## src/rtl/raster_scan_reader_if.sv

```systemverilog
// Signal bundle between the raster scan reader, its frame memory read port and the VGA DAC pins.
interface raster_scan_reader_if;
    logic [18:0] rd_addr;
    logic        rd_data;
    logic [7:0]  VGA_R;
    logic [7:0]  VGA_G;
    logic [7:0]  VGA_B;
    logic        VGA_HS;
    logic        VGA_VS;
    logic        VGA_BLANK_N;
    logic        VGA_SYNC_N;
    logic        VGA_CLK;
    logic        frame_start;
    logic [9:0]  h_pos;
    logic [9:0]  v_pos;

    modport master (
        output rd_addr,
        input  rd_data,
        output VGA_R, VGA_G, VGA_B,
        output VGA_HS, VGA_VS, VGA_BLANK_N, VGA_SYNC_N, VGA_CLK,
        output frame_start, h_pos, v_pos
    );

    modport slave (
        input  rd_addr,
        output rd_data,
        input  VGA_R, VGA_G, VGA_B,
        input  VGA_HS, VGA_VS, VGA_BLANK_N, VGA_SYNC_N, VGA_CLK,
        input  frame_start, h_pos, v_pos
    );
endinterface

```

## src/rtl/raster_scan_reader.sv

```systemverilog
// Walks the VGA raster, fetches one pixel bit per pixel period from the frame memory and
// drives RGB, sync, blank and a per-frame start pulse through a one-pixel output pipeline.
module raster_scan_reader #(
    parameter int          H_ACTIVE = 640,
    parameter int          H_FP     = 16,
    parameter int          H_SYNC   = 96,
    parameter int          H_BP     = 48,
    parameter int          V_ACTIVE = 480,
    parameter int          V_FP     = 10,
    parameter int          V_SYNC   = 2,
    parameter int          V_BP     = 33,
    parameter int          CLK_DIV  = 2,
    parameter logic [23:0] FG_COLOR = 24'hFFFFFF
) (
    input  logic                 clk,
    input  logic                 reset,
    raster_scan_reader_if.master vga
);
    localparam int H_TOTAL = H_ACTIVE + H_FP + H_SYNC + H_BP;
    localparam int V_TOTAL = V_ACTIVE + V_FP + V_SYNC + V_BP;
    localparam int DIV_W   = $clog2(CLK_DIV);

    localparam logic [DIV_W-1:0] DIV_LAST = DIV_W'(CLK_DIV - 1);
    localparam logic [DIV_W-1:0] DIV_HALF = DIV_W'(CLK_DIV / 2);
    localparam logic [9:0]       H_ACT    = 10'(H_ACTIVE);
    localparam logic [9:0]       H_LAST   = 10'(H_TOTAL - 1);
    localparam logic [9:0]       HS_BEG   = 10'(H_ACTIVE + H_FP);
    localparam logic [9:0]       HS_END   = 10'(H_ACTIVE + H_FP + H_SYNC);
    localparam logic [9:0]       V_ACT    = 10'(V_ACTIVE);
    localparam logic [9:0]       V_LAST   = 10'(V_TOTAL - 1);
    localparam logic [9:0]       VS_BEG   = 10'(V_ACTIVE + V_FP);
    localparam logic [9:0]       VS_END   = 10'(V_ACTIVE + V_FP + V_SYNC);

    logic [DIV_W-1:0] div_cnt_q, div_cnt_d;
    logic [9:0]       h_cnt_q, h_cnt_d;
    logic [9:0]       v_cnt_q, v_cnt_d;
    logic [23:0]      rgb_q, rgb_d;
    logic             hs_q, hs_d;
    logic             vs_q, vs_d;
    logic             blank_n_q, blank_n_d;
    logic             vclk_q, vclk_d;
    logic             fs_q, fs_d;

    logic pix_en;
    logic active;
    logic h_last;
    logic v_last;
    logic in_hsync;
    logic in_vsync;

    always_ff @(posedge clk or posedge reset) begin
        if (reset) begin
            div_cnt_q <= '0;
            h_cnt_q   <= '0;
            v_cnt_q   <= '0;
            rgb_q     <= '0;
            hs_q      <= 1'b1;
            vs_q      <= 1'b1;
            blank_n_q <= 1'b0;
            vclk_q    <= 1'b0;
            fs_q      <= 1'b0;
        end else begin
            div_cnt_q <= div_cnt_d;
            h_cnt_q   <= h_cnt_d;
            v_cnt_q   <= v_cnt_d;
            rgb_q     <= rgb_d;
            hs_q      <= hs_d;
            vs_q      <= vs_d;
            blank_n_q <= blank_n_d;
            vclk_q    <= vclk_d;
            fs_q      <= fs_d;
        end
    end

    always_comb begin
        pix_en    = (div_cnt_q == DIV_LAST);
        h_last    = (h_cnt_q == H_LAST);
        v_last    = (v_cnt_q == V_LAST);
        active    = (h_cnt_q < H_ACT) && (v_cnt_q < V_ACT);
        in_hsync  = (h_cnt_q >= HS_BEG) && (h_cnt_q < HS_END);
        in_vsync  = (v_cnt_q >= VS_BEG) && (v_cnt_q < VS_END);

        div_cnt_d = pix_en ? '0 : div_cnt_q + 1'b1;
        // VGA_CLK tracks the divider phase that the register holds after this edge
        vclk_d    = (div_cnt_d >= DIV_HALF);

        h_cnt_d   = h_cnt_q;
        v_cnt_d   = v_cnt_q;
        rgb_d     = rgb_q;
        hs_d      = hs_q;
        vs_d      = vs_q;
        blank_n_d = blank_n_q;
        fs_d      = 1'b0;

        if (pix_en) begin
            if (h_last) begin
                h_cnt_d = '0;
                v_cnt_d = v_last ? '0 : v_cnt_q + 10'd1;
            end else begin
                h_cnt_d = h_cnt_q + 10'd1;
            end
            // Output stage shows the pixel the counters pointed at before this edge
            rgb_d     = (active && vga.rd_data) ? FG_COLOR : 24'h000000;
            hs_d      = ~in_hsync;
            vs_d      = ~in_vsync;
            blank_n_d = active;
            fs_d      = h_last && v_last;
        end
    end

    assign vga.rd_addr     = active ? (19'(v_cnt_q) * 19'(H_ACTIVE) + 19'(h_cnt_q)) : 19'd0;
    assign vga.VGA_R       = rgb_q[23:16];
    assign vga.VGA_G       = rgb_q[15:8];
    assign vga.VGA_B       = rgb_q[7:0];
    assign vga.VGA_HS      = hs_q;
    assign vga.VGA_VS      = vs_q;
    assign vga.VGA_BLANK_N = blank_n_q;
    assign vga.VGA_SYNC_N  = 1'b0;
    assign vga.VGA_CLK     = vclk_q;
    assign vga.frame_start = fs_q;
    assign vga.h_pos       = h_cnt_q;
    assign vga.v_pos       = v_cnt_q;
endmodule

```

## src/flat_wrapper.sv

```systemverilog
// flat-port wrapper written by rule: the top's interface ports become plain ports
module raster_scan_reader_flat 
#(
    parameter int          H_ACTIVE = 640,
    parameter int          H_FP     = 16,
    parameter int          H_SYNC   = 96,
    parameter int          H_BP     = 48,
    parameter int          V_ACTIVE = 480,
    parameter int          V_FP     = 10,
    parameter int          V_SYNC   = 2,
    parameter int          V_BP     = 33,
    parameter int          CLK_DIV  = 2,
    parameter logic [23:0] FG_COLOR = 24'hFFFFFF
)
  (clk, reset, vga_rd_addr, vga_rd_data, vga_VGA_R, vga_VGA_G, vga_VGA_B, vga_VGA_HS, vga_VGA_VS, vga_VGA_BLANK_N, vga_VGA_SYNC_N, vga_VGA_CLK, vga_frame_start, vga_h_pos, vga_v_pos);
  raster_scan_reader_if vga_i ();
  input  logic clk;
  input  logic reset;
  output wire logic [$bits(vga_i.rd_addr)-1:0] vga_rd_addr;
  input wire logic [$bits(vga_i.rd_data)-1:0] vga_rd_data;
  output wire logic [$bits(vga_i.VGA_R)-1:0] vga_VGA_R;
  output wire logic [$bits(vga_i.VGA_G)-1:0] vga_VGA_G;
  output wire logic [$bits(vga_i.VGA_B)-1:0] vga_VGA_B;
  output wire logic [$bits(vga_i.VGA_HS)-1:0] vga_VGA_HS;
  output wire logic [$bits(vga_i.VGA_VS)-1:0] vga_VGA_VS;
  output wire logic [$bits(vga_i.VGA_BLANK_N)-1:0] vga_VGA_BLANK_N;
  output wire logic [$bits(vga_i.VGA_SYNC_N)-1:0] vga_VGA_SYNC_N;
  output wire logic [$bits(vga_i.VGA_CLK)-1:0] vga_VGA_CLK;
  output wire logic [$bits(vga_i.frame_start)-1:0] vga_frame_start;
  output wire logic [$bits(vga_i.h_pos)-1:0] vga_h_pos;
  output wire logic [$bits(vga_i.v_pos)-1:0] vga_v_pos;
  assign vga_rd_addr = vga_i.rd_addr;
  assign vga_i.rd_data = vga_rd_data;
  assign vga_VGA_R = vga_i.VGA_R;
  assign vga_VGA_G = vga_i.VGA_G;
  assign vga_VGA_B = vga_i.VGA_B;
  assign vga_VGA_HS = vga_i.VGA_HS;
  assign vga_VGA_VS = vga_i.VGA_VS;
  assign vga_VGA_BLANK_N = vga_i.VGA_BLANK_N;
  assign vga_VGA_SYNC_N = vga_i.VGA_SYNC_N;
  assign vga_VGA_CLK = vga_i.VGA_CLK;
  assign vga_frame_start = vga_i.frame_start;
  assign vga_h_pos = vga_i.h_pos;
  assign vga_v_pos = vga_i.v_pos;
  raster_scan_reader #(.H_ACTIVE(H_ACTIVE), .H_FP(H_FP), .H_SYNC(H_SYNC), .H_BP(H_BP), .V_ACTIVE(V_ACTIVE), .V_FP(V_FP), .V_SYNC(V_SYNC), .V_BP(V_BP), .CLK_DIV(CLK_DIV), .FG_COLOR(FG_COLOR)) u_core (.clk(clk), .reset(reset), .vga(vga_i));
endmodule
```

## config.mk

```make
export PLATFORM = sky130hd
export DESIGN_NAME = raster_scan_reader_flat
export DESIGN_NICKNAME = d
export VERILOG_FILES = /design/src/rtl/raster_scan_reader_if.sv /design/src/rtl/raster_scan_reader.sv /design/src/flat_wrapper.sv
export SDC_FILE = /design/constraint.sdc
export NUM_CORES = 1
export LEC_CHECK = 0
export BUFFER_PORTS_ARGS = -buffer_cell sky130_fd_sc_hd__buf_2
export CORE_MARGIN = 3
export CORE_UTILIZATION = 31
export DETAILED_ROUTE_END_ITERATION = 12
export GPL_ROUTABILITY_DRIVEN = 1
export PLACE_DENSITY = 0.58
export SLEW_MARGIN = 15
export SYNTH_ARGS = -nofsm -noshare
export SYNTH_HDL_FRONTEND = slang
export SYNTH_SLANG_ARGS = --single-unit
```

## constraint.sdc

```tcl
create_clock -name clk -period 6.23 [get_ports clk]
set_clock_uncertainty 0.15 [all_clocks]
set_input_delay 0.9345 -clock clk [delete_from_list [all_inputs] [get_ports clk]]
set_output_delay 0.9345 -clock clk [all_outputs]
set_load 0.01 [all_outputs]
```

==> summary.txt <==
Longest Clk Path Bufs - 2
Worst Max-Slew Pin Slew - 1.00 ns
vias in the first global route - 1707
Vias/cell - 4.71
routed len/inst - 12.6 microns
Post-CTS Resized - 0
CP endpoint kind - output port
Gate power share - 5.9%
insertion delay of the later-clocked pin in the worst-skew pair - 0.26 ns
antenna cells - 0
Post-synth ARST share - 100%
Int Power - 218 uW
r2r worst-path depth - 6
Synth top area share - 26.9%
Initial Utilization - 32.5%
CTS H-tree lvls - 1
total track usage - 11.7%
P_leak - 0.00135 uW
Antenna Nets Post-Route - 0
FP Rows - 30
cell count after synthesis - 252
Core ar. - 6870 sq um
RR Startpoint - u_core.div_cnt_q
crit path time final - 4.66 ns
largest net degree at the start of global routing - 27
outcome - finished, final reports clean
cts bufs inserted - 3
placed insts - 389
PortBufs - 70
crit path DAT - 3.58 ns
syn nets - 280
dominant cell type by area after synthesis - dfrtp_1
Post-Syn Area - 2230 sq um
Hold WC Path Type - flip-flop to flip-flop
Rel. slew slack - 33.2%
met3 wire len - 252 microns
Post-Synth XOR/XNOR Area - 9.03%
commonest cells in the netlist - 25 x buf_4, 24 x dfrtp_1, 23 x ha_1
Net Sw Frac - 22.0%
Clock power frac - 33.1%
Final Max Slew Viols - 0
drc violations - 0
initial antenna violation count - 0
max cap viols - 0
final WL - 4920 microns
grt ovf - 0
adder-cell area share of the yosys netlist - 14.7%
layout cells sized above 1 - 28.4%
CP top delay family - simple AND/OR/NAND/NOR gates
Top Ports - 72
Worst Path Class, Setup - flip-flop to output port
largest incremental delay on the critical path - 0.49 ns
largest family of logic cells by synthesized area - simple AND/OR/NAND/NOR gates
Synth cell types - 50
mux share of post-synthesis cell area - 0.954%
WHS Endpoint - u_core.vga.VGA_HS
die height - 90.8 microns
postcts setup bufs - 0
top_reg_cell synth - dfrtp_1
gpl congestion - 0.763
VDD IR max - 0.0734 mV
WL met2 - 2310 microns
hold path depth - 2
sequential area share after synthesis - 29.3%
hold slack - 0.344 ns
critical path's slowest cell - or4_4
most used cell, CP - ha_1
Clock Sinks - 26
f_max - 214 MHz
setup tns final - 0 ns
Sw Pwr - 61.4 uW
Root Buffer - clkbuf_8
nets@finish - 326
Synth Area in Simple Gates - 22.2%
Post-synth EDFFs - 0
hpwl dp - 3840 microns
Yosys warnings - 0
critical path buffer and inverter count - 1
Hold Vio Cnt, Final - 0
HP Start - u_core.vga.VGA_HS
initial DRC count - 57
DRT Pass-1 Iters - 4
# setup viols final - 0
flop2flop setup slack - 3.50 ns
die area - 8250 sq um
fin util - 37.0%
worst r2r dst - u_core.vga.v_pos[4]
CP required - 5.15 ns
CTS Hold Bufs - 0
DR vias - 1848
fin crit share - 74.9%
DRT met1 WL - 2350 microns
CTS clk-pin slew, worst paths - 0.09 ns
RSZ-0062 raised after global routing - false
crit-path max FO - 8
top-count cell post-synth - buf_4
Syn-to-layout area delta - 14.0%
crit path launch type - flip-flop
DR top layer - met3
Area contributors post-synth - dfrtp_1 27%, ha_1 13%, buf_4 8.4%, xnor2_1 5.5%, xor2_1 3.5%
TritonCTS clock tree - yes
syn avg cell area - 8.85 sq um
first-pass GRT wire length - 8200 microns
CP Cell Sequence - ha_1 -> ha_1 -> fa_1 -> a211oi_1 -> or2_1 -> nand2_1 -> or4_4 -> or4_1 -> a21oi_1 -> buf_2
DIE WIDTH - 90.8 microns
register bit count reported by yosys - 26
Pwr Density - 110 nW/um^2
Synth Area in Compound Gates - 12.7%
post-route insts no fill - 392
Reg power frac - 61.0%
-- worst max path at each step --
stage                        start  cells past startpoint  slack (ns)         endpoint
2_1_floorplan  u_core.vga.v_pos[1]                      9        2.05  vga_rd_addr[18]
3_3_place_gp   u_core.vga.v_pos[1]                     10        1.90  vga_rd_addr[18]
3_5_place_dp   u_core.vga.v_pos[1]                     10        1.86  vga_rd_addr[18]
4_1_cts        u_core.vga.v_pos[1]                     10        1.54  vga_rd_addr[18]
5_1_grt        u_core.vga.v_pos[1]                     10        1.30  vga_rd_addr[17]
6_report       u_core.vga.v_pos[1]                     10        1.57  vga_rd_addr[18]
-- layout by cell type, fill, tap and decap left out, types with 2 or more instances in the layout --
cell type	count
a211oi_1	3
a21o_1	3
a21oi_1	11
and2_1	8
and3_1	4
and4_1	2
buf_2	70
clkbuf_8	3
dfrtp_1	24
dfstp_2	2
fa_1	2
ha_1	23
inv_1	10
nand2_1	18
nand2b_1	2
nand3_1	10
nand3b_1	2
nand4_1	4
nor2_1	19
nor3_1	5
nor3b_1	2
nor4_1	3
o21ai_0	12
o22ai_1	3
or3_1	4
xnor2_1	14
xor2_1	9
-- power groups by stage --
stage               combinational, uW  sequential (uW)  clock, uW
finish                           16.4              171       92.5
floorplan                        18.5              174          0
detailed placement               16.9              174          0
global placement                 16.9              174          0
CTS                              16.9              171       97.2
global route                     17.9              171        102
-- registers in the layout, indices dropped and copies added (netlist names) --
signal / flops
u_core.div_cnt_q: 1
u_core.rgb_q: 1
u_core.vga.VGA_BLANK_N: 1
u_core.vga.VGA_HS: 1
u_core.vga.VGA_VS: 1
u_core.vga.frame_start: 1
u_core.vga.h_pos: 10
u_core.vga.v_pos: 10
-- layer usage --
metal / GRT usage (%) / vias up
met5: 0 / -
met4: 0.754 / 0
met3: 3.17 / 0
met2: 19.8 / 38
met1: 15.6 / 860
li1: - / 950
-- through the flow --
step / total power (uW) / setup WS (ns) / instance area [sq um]
finish: 279 / 1.57 / 2540
global route: 291 / 1.30 / 2540
CTS: 285 / 1.54 / 2540
detailed placement: 191 / 1.86 / 2500
global placement: 191 / 1.90 / 2500
floorplan: 193 / 2.05 / 2230
-- worst reg2reg max path, stage by stage (launching register included) --
cell	delay, ns
dfrtp_1	0.62
nand4_1	0.39
nor4_1	0.61
buf_4	0.27
nand2_1	0.10
or4b_1	0.47
nand2_1	0.07
-- area by class of cell --
type	count	area [sq um]
sequential	26	653
timing repair buffer	71	358
inverter	10	37.5
fill	740	4330
clock buffer	3	41.3
multi-input combinational	186	1330
tap	96	120
-- cells by family (layout without fill, tap and decap cells) --
family,Yosys count,after routing
AND/OR/NAND/NOR,92,92
AO/OA/AOI/OAI,43,43
buffers and inverters,40,84
flip-flops,26,26
adder cells (fa/ha/maj),25,25
XOR/XNOR,23,23
multiplexers,2,2
other,1,1
No activity file was read; power rests on OpenSTA's default activity.
